[src/rtl/axi4lite_arbiter_2to1_pkg.sv]
// Shared AXI4-Lite field types and arbiter enums/helpers.
// Latency: n/a (types and pure functions only).
// Backpressure: n/a.
//
// Axi_pkg : data width, protection and response field types.
// arb_pkg : FSM state enum, request-source enum, one-hot decode helpers.

package Axi_pkg;

    localparam int DATA_W = 32;

    typedef logic [2:0] axi_prot_t;
    typedef logic [1:0] axi_resp_t;

    localparam axi_resp_t AXI_RESP_OKAY   = 2'b00;
    localparam axi_resp_t AXI_RESP_EXOKAY = 2'b01;
    localparam axi_resp_t AXI_RESP_SLVERR = 2'b10;
    localparam axi_resp_t AXI_RESP_DECERR = 2'b11;

endpackage

package arb_pkg;

    typedef enum logic [2:0] {
        ST_IDLE    = 3'd0,
        ST_WR_ADDR = 3'd1,
        ST_WR_RESP = 3'd2,
        ST_RD_ADDR = 3'd3,
        ST_RD_RESP = 3'd4
    } arb_state_e;

    // Encoding order is the round-robin order; the pointer wraps 3 -> 0.
    typedef enum logic [1:0] {
        SRC_S0W = 2'd0,
        SRC_S0R = 2'd1,
        SRC_S1W = 2'd2,
        SRC_S1R = 2'd3
    } arb_src_e;

    // Input is expected to be one-hot (or zero, which maps to SRC_S0W).
    function automatic arb_src_e src_from_onehot(input logic [3:0] oh);
        arb_src_e s;
        s = SRC_S0W;
        if (oh[1]) s = SRC_S0R;
        if (oh[2]) s = SRC_S1W;
        if (oh[3]) s = SRC_S1R;
        return s;
    endfunction

    function automatic logic src_is_write(input arb_src_e s);
        return (s == SRC_S0W) || (s == SRC_S1W);
    endfunction

    function automatic logic src_is_s1(input arb_src_e s);
        return (s == SRC_S1W) || (s == SRC_S1R);
    endfunction

endpackage

[src/rtl/axi4lite_arbiter_2to1_if.sv]
// AXI4-Lite bundle (AW/W/B/AR/R) with master and slave views.
// Latency: n/a (wiring only).
// Backpressure: standard per-channel valid/ready.
//
// Parameter AW: address width. Data width comes from Axi_pkg::DATA_W.
// master modport drives requests (addr/data/valids, bready/rready);
// slave modport drives readys and responses.

interface Axi4LiteIf #(
    parameter int AW = 32
);
    import Axi_pkg::*;

    logic [AW-1:0]       awaddr;
    axi_prot_t           awprot;
    logic                awvalid;
    logic                awready;

    logic [DATA_W-1:0]   wdata;
    logic [DATA_W/8-1:0] wstrb;
    logic                wvalid;
    logic                wready;

    axi_resp_t           bresp;
    logic                bvalid;
    logic                bready;

    logic [AW-1:0]       araddr;
    axi_prot_t           arprot;
    logic                arvalid;
    logic                arready;

    logic [DATA_W-1:0]   rdata;
    axi_resp_t           rresp;
    logic                rvalid;
    logic                rready;

    modport master (
        output awaddr, awprot, awvalid, input awready,
        output wdata, wstrb, wvalid,    input wready,
        input  bresp, bvalid,           output bready,
        output araddr, arprot, arvalid, input arready,
        input  rdata, rresp, rvalid,    output rready
    );

    modport slave (
        input  awaddr, awprot, awvalid, output awready,
        input  wdata, wstrb, wvalid,    output wready,
        output bresp, bvalid,           input bready,
        input  araddr, arprot, arvalid, output arready,
        output rdata, rresp, rvalid,    input rready
    );

endinterface

[src/rtl/axi4lite_arbiter_2to1_rr_arbiter4.sv]
// Four-way round-robin arbiter: combinational one-hot grant searched from the pointer.
// Latency: grant is combinational; pointer updates on the clock after an advance.
// Backpressure: none; the caller only pulses advance when it accepts the grant.
//
// Ports: clk, reset (async, active-high), req[3:0], advance,
//        gnt[3:0] (one-hot, zero when no request), ptr (highest-priority source).

module rr_arbiter4
    import arb_pkg::*;
(
    input  logic     clk,
    input  logic     reset,
    input  logic [3:0] req,
    input  logic     advance,
    output logic [3:0] gnt,
    output arb_src_e ptr
);

    logic [1:0] ptr_q;
    logic [1:0] ptr_d;
    logic [1:0] idx;
    logic       found;
    logic [1:0] win_idx;

    // Walk the four sources starting at the pointer; first requester wins.
    always_comb begin
        gnt   = '0;
        found = 1'b0;
        idx   = 2'd0;
        for (int i = 0; i < 4; i++) begin
            idx = ptr_q + i[1:0];
            if (!found && req[idx]) begin
                gnt[idx] = 1'b1;
                found    = 1'b1;
            end
        end
    end

    // Pointer moves to the source just after the winner (wraps naturally).
    always_comb begin
        win_idx = src_from_onehot(gnt);
        ptr_d   = ptr_q;
        if (advance && found) begin
            ptr_d = win_idx + 2'd1;
        end
    end

    always_ff @(posedge clk or posedge reset) begin
        if (reset) begin
            ptr_q <= SRC_S0W;
        end else begin
            ptr_q <= ptr_d;
        end
    end

    assign ptr = arb_src_e'(ptr_q);

endmodule

[src/rtl/axi4lite_arbiter_2to1.sv]
// Two-requester AXI4-Lite arbiter, one outstanding write or read on m at a time.
// Latency: request in cycle N -> m.awvalid/m.arvalid in N+1; channels then pass through combinationally.
// Backpressure: m readys route only to the owner; the other requester sees all readys/valids low.
//
// Ports: clk, reset (async, active-high), s0/s1 (requesters, slave view),
//        m (downstream, master view), grant[1:0] one-hot owner {s1,s0}, busy (FSM not IDLE).

module axi4lite_arbiter_2to1
    import arb_pkg::*;
    import Axi_pkg::*;
#(
    parameter int AW = 32
) (
    input  logic       clk,
    input  logic       reset,
    Axi4LiteIf.slave   s0,
    Axi4LiteIf.slave   s1,
    Axi4LiteIf.master  m,
    output logic [1:0] grant,
    output logic       busy
);

    arb_state_e state_q, state_d;
    logic [1:0] owner_q, owner_d;
    logic       aw_done_q, aw_done_d;
    logic       w_done_q, w_done_d;

    logic [3:0] req;
    logic [3:0] gnt;
    logic       advance;
    arb_src_e   win_src;

    logic       own_s1;
    logic       st_wr_addr, st_wr_resp, st_rd_addr, st_rd_resp;

    logic [AW-1:0] awaddr_sel, araddr_sel;
    logic       aw_fwd_vld, w_fwd_vld, ar_fwd_vld;
    logic       b_fwd_rdy, r_fwd_rdy;
    logic       aw_rdy_ret, w_rdy_ret, ar_rdy_ret;
    logic       b_vld_ret, r_vld_ret;
    logic       aw_hs, w_hs, ar_hs, b_hs, r_hs;

    // ------------------------------------------------------------------
    // Arbitration
    // ------------------------------------------------------------------
    assign req[SRC_S0W] = s0.awvalid && s0.wvalid;
    assign req[SRC_S0R] = s0.arvalid;
    assign req[SRC_S1W] = s1.awvalid && s1.wvalid;
    assign req[SRC_S1R] = s1.arvalid;

    assign advance = (state_q == ST_IDLE) && (|req);
    assign win_src = src_from_onehot(gnt);

    rr_arbiter4 u_rr (
        .clk     (clk),
        .reset   (reset),
        .req     (req),
        .advance (advance),
        .gnt     (gnt),
        .ptr     ()
    );

    // ------------------------------------------------------------------
    // State decode and owner select
    // ------------------------------------------------------------------
    assign own_s1     = owner_q[1];
    assign st_wr_addr = (state_q == ST_WR_ADDR);
    assign st_wr_resp = (state_q == ST_WR_RESP);
    assign st_rd_addr = (state_q == ST_RD_ADDR);
    assign st_rd_resp = (state_q == ST_RD_RESP);

    // ------------------------------------------------------------------
    // Requester -> m
    // Payload follows the owner unconditionally; only valids/readys are gated.
    // ------------------------------------------------------------------
    assign awaddr_sel = own_s1 ? s1.awaddr : s0.awaddr;
    assign araddr_sel = own_s1 ? s1.araddr : s0.araddr;

    assign m.awaddr = awaddr_sel;
    assign m.awprot = own_s1 ? s1.awprot : s0.awprot;
    assign m.wdata  = own_s1 ? s1.wdata  : s0.wdata;
    assign m.wstrb  = own_s1 ? s1.wstrb  : s0.wstrb;
    assign m.araddr = araddr_sel;
    assign m.arprot = own_s1 ? s1.arprot : s0.arprot;

    // A channel that already handshaked stays quiet so the slave sees exactly one beat.
    assign aw_fwd_vld = st_wr_addr && !aw_done_q && (own_s1 ? s1.awvalid : s0.awvalid);
    assign w_fwd_vld  = st_wr_addr && !w_done_q  && (own_s1 ? s1.wvalid  : s0.wvalid);
    assign ar_fwd_vld = st_rd_addr && (own_s1 ? s1.arvalid : s0.arvalid);
    assign b_fwd_rdy  = st_wr_resp && (own_s1 ? s1.bready  : s0.bready);
    assign r_fwd_rdy  = st_rd_resp && (own_s1 ? s1.rready  : s0.rready);

    assign m.awvalid = aw_fwd_vld;
    assign m.wvalid  = w_fwd_vld;
    assign m.arvalid = ar_fwd_vld;
    assign m.bready  = b_fwd_rdy;
    assign m.rready  = r_fwd_rdy;

    // ------------------------------------------------------------------
    // m -> requesters (only the owner sees readys/valids)
    // ------------------------------------------------------------------
    assign aw_rdy_ret = st_wr_addr && !aw_done_q && m.awready;
    assign w_rdy_ret  = st_wr_addr && !w_done_q  && m.wready;
    assign ar_rdy_ret = st_rd_addr && m.arready;
    assign b_vld_ret  = st_wr_resp && m.bvalid;
    assign r_vld_ret  = st_rd_resp && m.rvalid;

    assign s0.awready = owner_q[0] && aw_rdy_ret;
    assign s0.wready  = owner_q[0] && w_rdy_ret;
    assign s0.arready = owner_q[0] && ar_rdy_ret;
    assign s0.bvalid  = owner_q[0] && b_vld_ret;
    assign s0.rvalid  = owner_q[0] && r_vld_ret;
    assign s0.bresp   = m.bresp;
    assign s0.rdata   = m.rdata;
    assign s0.rresp   = m.rresp;

    assign s1.awready = owner_q[1] && aw_rdy_ret;
    assign s1.wready  = owner_q[1] && w_rdy_ret;
    assign s1.arready = owner_q[1] && ar_rdy_ret;
    assign s1.bvalid  = owner_q[1] && b_vld_ret;
    assign s1.rvalid  = owner_q[1] && r_vld_ret;
    assign s1.bresp   = m.bresp;
    assign s1.rdata   = m.rdata;
    assign s1.rresp   = m.rresp;

    // ------------------------------------------------------------------
    // Handshakes seen on m
    // ------------------------------------------------------------------
    assign aw_hs = aw_fwd_vld && m.awready;
    assign w_hs  = w_fwd_vld  && m.wready;
    assign ar_hs = ar_fwd_vld && m.arready;
    assign b_hs  = m.bvalid   && b_fwd_rdy;
    assign r_hs  = m.rvalid   && r_fwd_rdy;

    // ------------------------------------------------------------------
    // FSM
    // ------------------------------------------------------------------
    always_comb begin
        state_d   = state_q;
        owner_d   = owner_q;
        aw_done_d = aw_done_q;
        w_done_d  = w_done_q;
        unique case (state_q)
            ST_IDLE: begin
                if (|req) begin
                    owner_d = src_is_s1(win_src) ? 2'b10 : 2'b01;
                    state_d = src_is_write(win_src) ? ST_WR_ADDR : ST_RD_ADDR;
                end
            end
            ST_WR_ADDR: begin
                if (aw_hs) aw_done_d = 1'b1;
                if (w_hs)  w_done_d  = 1'b1;
                // Covers both orderings and the same-cycle case.
                if ((aw_done_q || aw_hs) && (w_done_q || w_hs)) begin
                    state_d = ST_WR_RESP;
                end
            end
            ST_WR_RESP: begin
                if (b_hs) begin
                    state_d   = ST_IDLE;
                    owner_d   = 2'b00;
                    aw_done_d = 1'b0;
                    w_done_d  = 1'b0;
                end
            end
            ST_RD_ADDR: begin
                if (ar_hs) state_d = ST_RD_RESP;
            end
            ST_RD_RESP: begin
                if (r_hs) begin
                    state_d = ST_IDLE;
                    owner_d = 2'b00;
                end
            end
            default: begin
                state_d   = ST_IDLE;
                owner_d   = 2'b00;
                aw_done_d = 1'b0;
                w_done_d  = 1'b0;
            end
        endcase
    end

    always_ff @(posedge clk or posedge reset) begin
        if (reset) begin
            state_q   <= ST_IDLE;
            owner_q   <= 2'b00;
            aw_done_q <= 1'b0;
            w_done_q  <= 1'b0;
        end else begin
            state_q   <= state_d;
            owner_q   <= owner_d;
            aw_done_q <= aw_done_d;
            w_done_q  <= w_done_d;
        end
    end

    assign grant = owner_q;
    assign busy  = (state_q != ST_IDLE);

endmodule

[src/flat_wrapper.sv]
// flat-port wrapper written by rule: the top's interface ports become plain ports
module axi4lite_arbiter_2to1_flat import arb_pkg::*; import Axi_pkg::*;
#(
    parameter int AW = 32
)
  (clk, reset, grant, busy, s0_awaddr, s0_awprot, s0_awvalid, s0_awready, s0_wdata, s0_wstrb, s0_wvalid, s0_wready, s0_bresp, s0_bvalid, s0_bready, s0_araddr, s0_arprot, s0_arvalid, s0_arready, s0_rdata, s0_rresp, s0_rvalid, s0_rready, s1_awaddr, s1_awprot, s1_awvalid, s1_awready, s1_wdata, s1_wstrb, s1_wvalid, s1_wready, s1_bresp, s1_bvalid, s1_bready, s1_araddr, s1_arprot, s1_arvalid, s1_arready, s1_rdata, s1_rresp, s1_rvalid, s1_rready, m_awaddr, m_awprot, m_awvalid, m_awready, m_wdata, m_wstrb, m_wvalid, m_wready, m_bresp, m_bvalid, m_bready, m_araddr, m_arprot, m_arvalid, m_arready, m_rdata, m_rresp, m_rvalid, m_rready);
  Axi4LiteIf #(.AW(AW)) s0_i ();
  Axi4LiteIf #(.AW(AW)) s1_i ();
  Axi4LiteIf #(.AW(AW)) m_i ();
  input  logic clk;
  input  logic reset;
  output logic [1:0] grant;
  output logic busy;
  input wire logic [$bits(s0_i.awaddr)-1:0] s0_awaddr;
  input wire logic [$bits(s0_i.awprot)-1:0] s0_awprot;
  input wire logic [$bits(s0_i.awvalid)-1:0] s0_awvalid;
  output wire logic [$bits(s0_i.awready)-1:0] s0_awready;
  input wire logic [$bits(s0_i.wdata)-1:0] s0_wdata;
  input wire logic [$bits(s0_i.wstrb)-1:0] s0_wstrb;
  input wire logic [$bits(s0_i.wvalid)-1:0] s0_wvalid;
  output wire logic [$bits(s0_i.wready)-1:0] s0_wready;
  output wire logic [$bits(s0_i.bresp)-1:0] s0_bresp;
  output wire logic [$bits(s0_i.bvalid)-1:0] s0_bvalid;
  input wire logic [$bits(s0_i.bready)-1:0] s0_bready;
  input wire logic [$bits(s0_i.araddr)-1:0] s0_araddr;
  input wire logic [$bits(s0_i.arprot)-1:0] s0_arprot;
  input wire logic [$bits(s0_i.arvalid)-1:0] s0_arvalid;
  output wire logic [$bits(s0_i.arready)-1:0] s0_arready;
  output wire logic [$bits(s0_i.rdata)-1:0] s0_rdata;
  output wire logic [$bits(s0_i.rresp)-1:0] s0_rresp;
  output wire logic [$bits(s0_i.rvalid)-1:0] s0_rvalid;
  input wire logic [$bits(s0_i.rready)-1:0] s0_rready;
  input wire logic [$bits(s1_i.awaddr)-1:0] s1_awaddr;
  input wire logic [$bits(s1_i.awprot)-1:0] s1_awprot;
  input wire logic [$bits(s1_i.awvalid)-1:0] s1_awvalid;
  output wire logic [$bits(s1_i.awready)-1:0] s1_awready;
  input wire logic [$bits(s1_i.wdata)-1:0] s1_wdata;
  input wire logic [$bits(s1_i.wstrb)-1:0] s1_wstrb;
  input wire logic [$bits(s1_i.wvalid)-1:0] s1_wvalid;
  output wire logic [$bits(s1_i.wready)-1:0] s1_wready;
  output wire logic [$bits(s1_i.bresp)-1:0] s1_bresp;
  output wire logic [$bits(s1_i.bvalid)-1:0] s1_bvalid;
  input wire logic [$bits(s1_i.bready)-1:0] s1_bready;
  input wire logic [$bits(s1_i.araddr)-1:0] s1_araddr;
  input wire logic [$bits(s1_i.arprot)-1:0] s1_arprot;
  input wire logic [$bits(s1_i.arvalid)-1:0] s1_arvalid;
  output wire logic [$bits(s1_i.arready)-1:0] s1_arready;
  output wire logic [$bits(s1_i.rdata)-1:0] s1_rdata;
  output wire logic [$bits(s1_i.rresp)-1:0] s1_rresp;
  output wire logic [$bits(s1_i.rvalid)-1:0] s1_rvalid;
  input wire logic [$bits(s1_i.rready)-1:0] s1_rready;
  output wire logic [$bits(m_i.awaddr)-1:0] m_awaddr;
  output wire logic [$bits(m_i.awprot)-1:0] m_awprot;
  output wire logic [$bits(m_i.awvalid)-1:0] m_awvalid;
  input wire logic [$bits(m_i.awready)-1:0] m_awready;
  output wire logic [$bits(m_i.wdata)-1:0] m_wdata;
  output wire logic [$bits(m_i.wstrb)-1:0] m_wstrb;
  output wire logic [$bits(m_i.wvalid)-1:0] m_wvalid;
  input wire logic [$bits(m_i.wready)-1:0] m_wready;
  input wire logic [$bits(m_i.bresp)-1:0] m_bresp;
  input wire logic [$bits(m_i.bvalid)-1:0] m_bvalid;
  output wire logic [$bits(m_i.bready)-1:0] m_bready;
  output wire logic [$bits(m_i.araddr)-1:0] m_araddr;
  output wire logic [$bits(m_i.arprot)-1:0] m_arprot;
  output wire logic [$bits(m_i.arvalid)-1:0] m_arvalid;
  input wire logic [$bits(m_i.arready)-1:0] m_arready;
  input wire logic [$bits(m_i.rdata)-1:0] m_rdata;
  input wire logic [$bits(m_i.rresp)-1:0] m_rresp;
  input wire logic [$bits(m_i.rvalid)-1:0] m_rvalid;
  output wire logic [$bits(m_i.rready)-1:0] m_rready;
  assign s0_i.awaddr = s0_awaddr;
  assign s0_i.awprot = s0_awprot;
  assign s0_i.awvalid = s0_awvalid;
  assign s0_awready = s0_i.awready;
  assign s0_i.wdata = s0_wdata;
  assign s0_i.wstrb = s0_wstrb;
  assign s0_i.wvalid = s0_wvalid;
  assign s0_wready = s0_i.wready;
  assign s0_bresp = s0_i.bresp;
  assign s0_bvalid = s0_i.bvalid;
  assign s0_i.bready = s0_bready;
  assign s0_i.araddr = s0_araddr;
  assign s0_i.arprot = s0_arprot;
  assign s0_i.arvalid = s0_arvalid;
  assign s0_arready = s0_i.arready;
  assign s0_rdata = s0_i.rdata;
  assign s0_rresp = s0_i.rresp;
  assign s0_rvalid = s0_i.rvalid;
  assign s0_i.rready = s0_rready;
  assign s1_i.awaddr = s1_awaddr;
  assign s1_i.awprot = s1_awprot;
  assign s1_i.awvalid = s1_awvalid;
  assign s1_awready = s1_i.awready;
  assign s1_i.wdata = s1_wdata;
  assign s1_i.wstrb = s1_wstrb;
  assign s1_i.wvalid = s1_wvalid;
  assign s1_wready = s1_i.wready;
  assign s1_bresp = s1_i.bresp;
  assign s1_bvalid = s1_i.bvalid;
  assign s1_i.bready = s1_bready;
  assign s1_i.araddr = s1_araddr;
  assign s1_i.arprot = s1_arprot;
  assign s1_i.arvalid = s1_arvalid;
  assign s1_arready = s1_i.arready;
  assign s1_rdata = s1_i.rdata;
  assign s1_rresp = s1_i.rresp;
  assign s1_rvalid = s1_i.rvalid;
  assign s1_i.rready = s1_rready;
  assign m_awaddr = m_i.awaddr;
  assign m_awprot = m_i.awprot;
  assign m_awvalid = m_i.awvalid;
  assign m_i.awready = m_awready;
  assign m_wdata = m_i.wdata;
  assign m_wstrb = m_i.wstrb;
  assign m_wvalid = m_i.wvalid;
  assign m_i.wready = m_wready;
  assign m_i.bresp = m_bresp;
  assign m_i.bvalid = m_bvalid;
  assign m_bready = m_i.bready;
  assign m_araddr = m_i.araddr;
  assign m_arprot = m_i.arprot;
  assign m_arvalid = m_i.arvalid;
  assign m_i.arready = m_arready;
  assign m_i.rdata = m_rdata;
  assign m_i.rresp = m_rresp;
  assign m_i.rvalid = m_rvalid;
  assign m_rready = m_i.rready;
  axi4lite_arbiter_2to1 #(.AW(AW)) u_core (.clk(clk), .reset(reset), .s0(s0_i), .s1(s1_i), .m(m_i), .grant(grant), .busy(busy));
endmodule
[config.mk]
export PLATFORM = sky130hd
export DESIGN_NAME = axi4lite_arbiter_2to1_flat
export DESIGN_NICKNAME = d
export VERILOG_FILES = /design/src/rtl/axi4lite_arbiter_2to1_pkg.sv /design/src/rtl/axi4lite_arbiter_2to1_if.sv /design/src/rtl/axi4lite_arbiter_2to1_rr_arbiter4.sv /design/src/rtl/axi4lite_arbiter_2to1.sv /design/src/flat_wrapper.sv
export SDC_FILE = /design/constraint.sdc
export NUM_CORES = 1
export LEC_CHECK = 0
export ABC_CLOCK_PERIOD_IN_PS = 4450
export BUFFER_PORTS_ARGS = -buffer_cell sky130_fd_sc_hd__buf_2
export CORE_AREA = 2 2 180 182
export CTS_CLUSTER_SIZE = 14
export DETAILED_ROUTE_END_ITERATION = 10
export DIE_AREA = 0 0 182 184
export PLACE_DENSITY = 0.32
export SETUP_SLACK_MARGIN = 0.2
export SYNTH_ARGS = -nofsm -noshare
export SYNTH_HDL_FRONTEND = slang
export SYNTH_SLANG_ARGS = --single-unit
[constraint.sdc]
create_clock -name clk -period 4.45 [get_ports clk]
set_clock_uncertainty 0.15 [all_clocks]
set_input_delay 0.445 -clock clk [delete_from_list [all_inputs] [get_ports clk]]
set_output_delay 0.445 -clock clk [all_outputs]
set_load 0.02 [all_outputs]
==> results.tsv <==
metric	value	unit
status	finished clean	
multi-input gate area in the final layout	0.00195	mm²
DRT Wirelength	17300	µm
Slew Limit Fails	0	
share of cells above drive strength 1	0.810	
unrepaired setup endpoints after global routing	false	
setup TNS	0	ps
Top FF cell, synth	dfrtp_1	
Syn-to-layout area delta	62.8	%
DPL Wire Length	15700	µm
sequential share of the synthesized area	0.0804	
Hold Crit Class	input port to async pin	
Max Clk Rate	0.332	GHz
Clk pwr share	0.089	
maximum fanout along the worst path	15	
Ant. Diodes	0	
period utilization	0.677	
CP Buf/Inv Count	1	
Setup-failing EPs final	0	
die height	184	µm
Avg Inst Size Synth	8.81	µm²
Pleak	0.00232	µW
final count of hold timing violations	0	
Logic pwr share	0.802	
M1 GR Usage	0.117	
TritonCTS Buffers	3	
num ports	461	
Die X	182	µm
max incr delay on CP	630	ps
Final WS setup	1440	ps
flop and latch count out of synthesis	9	
via count	3313	
filler cell count	3657	
PwrDens	402	mW/mm²
Switching Fraction	0.518	
WP data required	4420	ps
global-route wire length before repair	23200	µm
area leader, netlist	mux2_2	
initial antenna violation count	0	
Max Root-Sink Buffers	2	
critical path startpoint category	register	
worst path cell trace	inv_1, ha_1, mux4_2, nor2b_4, a22o_1, a221oi_2, a21oi_1, mux2_2	
Layout Nets	861	
met2 usage	0.165	
P_sw	948	µW
post-synthesis cell type count	43	
drt wl/cell	17.4	µm
largest delay contributor family on the critical path	multiplexers	
Overflow after GRT	0	
leading cell type in the layout, fill and taps excluded	buf_2	
CTS H-tree lvls	1	
post-synthesis async set-or-reset flop share	1.00	
synth warn	0	
CTS tree	done	
EDFF count, synth	0	
WS Path Type	register to register	
vias in the first global route	3323	
Post-CTS Hold Buffers	0	
global-route usage over all layers	0.0941	
crit end category	register	
GR peak layer	met2	
port bufs	352	
actual slew at the worst max-slew pin	765	ps
Routed Antenna Nets	0	
Max VDD drop	0.184	mV
largest net degree at the start of global routing	59	
post-cts repair resize count	0	
1st-iter DRT viols	65	
reg2reg start	u_core.u_rr.ptr[0]	
DRC errors left	0	
pre-CTS WS	1430	ps
Clk Latency, worst-skew pair	240	ps
max-cap viol count	0	
Slowest cell on crit path	dfrtp_1	
Synth Instances	318	
clk slew on worst S/H paths	40	ps
commonest non-fill, non-tap cells in the layout	352 x buf_2, 110 x mux2_2, 22 x nand2_1	
Yosys top cell area share	0.442	
Arrival @ worst endpoint	2980	ps
CTS Sinks	9	
grt met3 use	0.0325	
syn_nets	590	
Core ar.	0.0314	mm²
WHS	34.6	ps
sequential power share	0.109	
post-layout util	0.145	
cell row count	65	
Routability Congestion	0.781	
DRT Pass-1 Iters	4	
internal power	883	µW
register area	229	µm²
CP startpoint	u_core.u_rr.ptr[0]	
time the worst path needs with I/O delays and setup	3010	ps
postcts setup bufs	0	
dominant cells by area after synthesis	mux2_2 44%, buf_4 19%, dfrtp_1 8.0%	
detailed-route vias per instance	3.35	
root buffer cell	clkbuf_16	
synthesized cell area	0.00280	mm²
Initial Utilization	0.0892	
relative slew slack	0.490	
DIE AREA	0.0335	mm²
==> power by group through the flow <==
stage          combinational, µW  sequential (µW)  clock, µW
3_3_place_gp                1500              204          0
3_5_place_dp                1490              203          0
5_1_grt                     1580              211        172
2_1_floorplan               1140              154          0
4_1_cts                     1500              203        166
6_report                    1470              199        163
==> final timing paths <==
path                            depth (start not counted)  slack (ps)            endpoint
worst max register to register                          8        1440  u_core.u_rr.ptr[0]
worst max-delay path                                    8        1440  u_core.u_rr.ptr[0]
worst min-delay path                                    2          30     u_core.grant[0]
min in group clk                                        2         360    u_core.aw_done_q
max in group asynchronous                               2        3800     u_core.grant[1]
worst min register to register                          2         360    u_core.aw_done_q
==> stage by stage <==
step           total power [µW]  instance area [µm²]  std cells
6_report                   1830                 4560        990
5_1_grt                    1970                 4560        990
4_1_cts                    1870                 4560        990
3_5_place_dp               1690                 4480        986
3_3_place_gp               1710                 4480        986
2_1_floorplan              1290                 2800        318
==> metal layers <==
metal  up-vias  wire (µm)  part of all wire
met2       212       8570              0.50
met1      1489       7230              0.42
met3         4       1440             0.083
met4         0         21            0.0012
met5         -          0                 0
li1       1608          -                 -
==> layout make-up <==
cell class,instances,share of cell area
clock buffer,4,0.0173
inverter,5,0.00412
multi-input combinational,216,0.428
sequential,9,0.0502
tap,402,0.110
timing repair buffer,354,0.390
==> cells in the mapped netlist, types with 5 or more instances <==
| library cell | n |
|---|---|
| buf_4 | 72 |
| dfrtp_1 | 9 |
| and2_1 | 5 |
| and3_1 | 8 |
| mux2_2 | 110 |
| nand2_1 | 22 |
| clkbuf_1 | 10 |
| nor2_1 | 15 |
| ha_1 | 7 |
| inv_1 | 5 |
==> sequential cells by signal, summed over array words and instances (netlist names) <==
| register | count |
|---|---|
| u_core.grant | 2 |
| u_core.aw_done_q | 1 |
| u_core.state_q | 3 |
| u_core.w_done_q | 1 |
| u_core.u_rr.ptr | 2 |
==> logic make-up (layout without fill, tap and decap cells) <==
| family | after synthesis | count (layout) | share of synthesized area |
|---|---|---|---|
| multiplexers | 113 | 113 | 0.458 |
| AND/OR/NAND/NOR | 66 | 66 | 0.118 |
| buffers and inverters | 93 | 363 | 0.222 |
| adder cells (fa/ha/maj) | 7 | 7 | 0.0313 |
| AO/OA/AOI/OAI | 30 | 30 | 0.0903 |
| flip-flops | 9 | 9 | 0.0804 |
==> worst register-to-register path: cells and delay by family (launching register included) <==
family | cells | cell delay, ps
AO/OA/AOI/OAI | 3 | 580
AND/OR/NAND/NOR | 1 | 150
buffers and inverters | 1 | 160
adder cells (fa/ha/maj) | 1 | 400
flip-flops | 1 | 630
multiplexers | 2 | 820
Note: power is estimated with default switching activity, not from simulation.
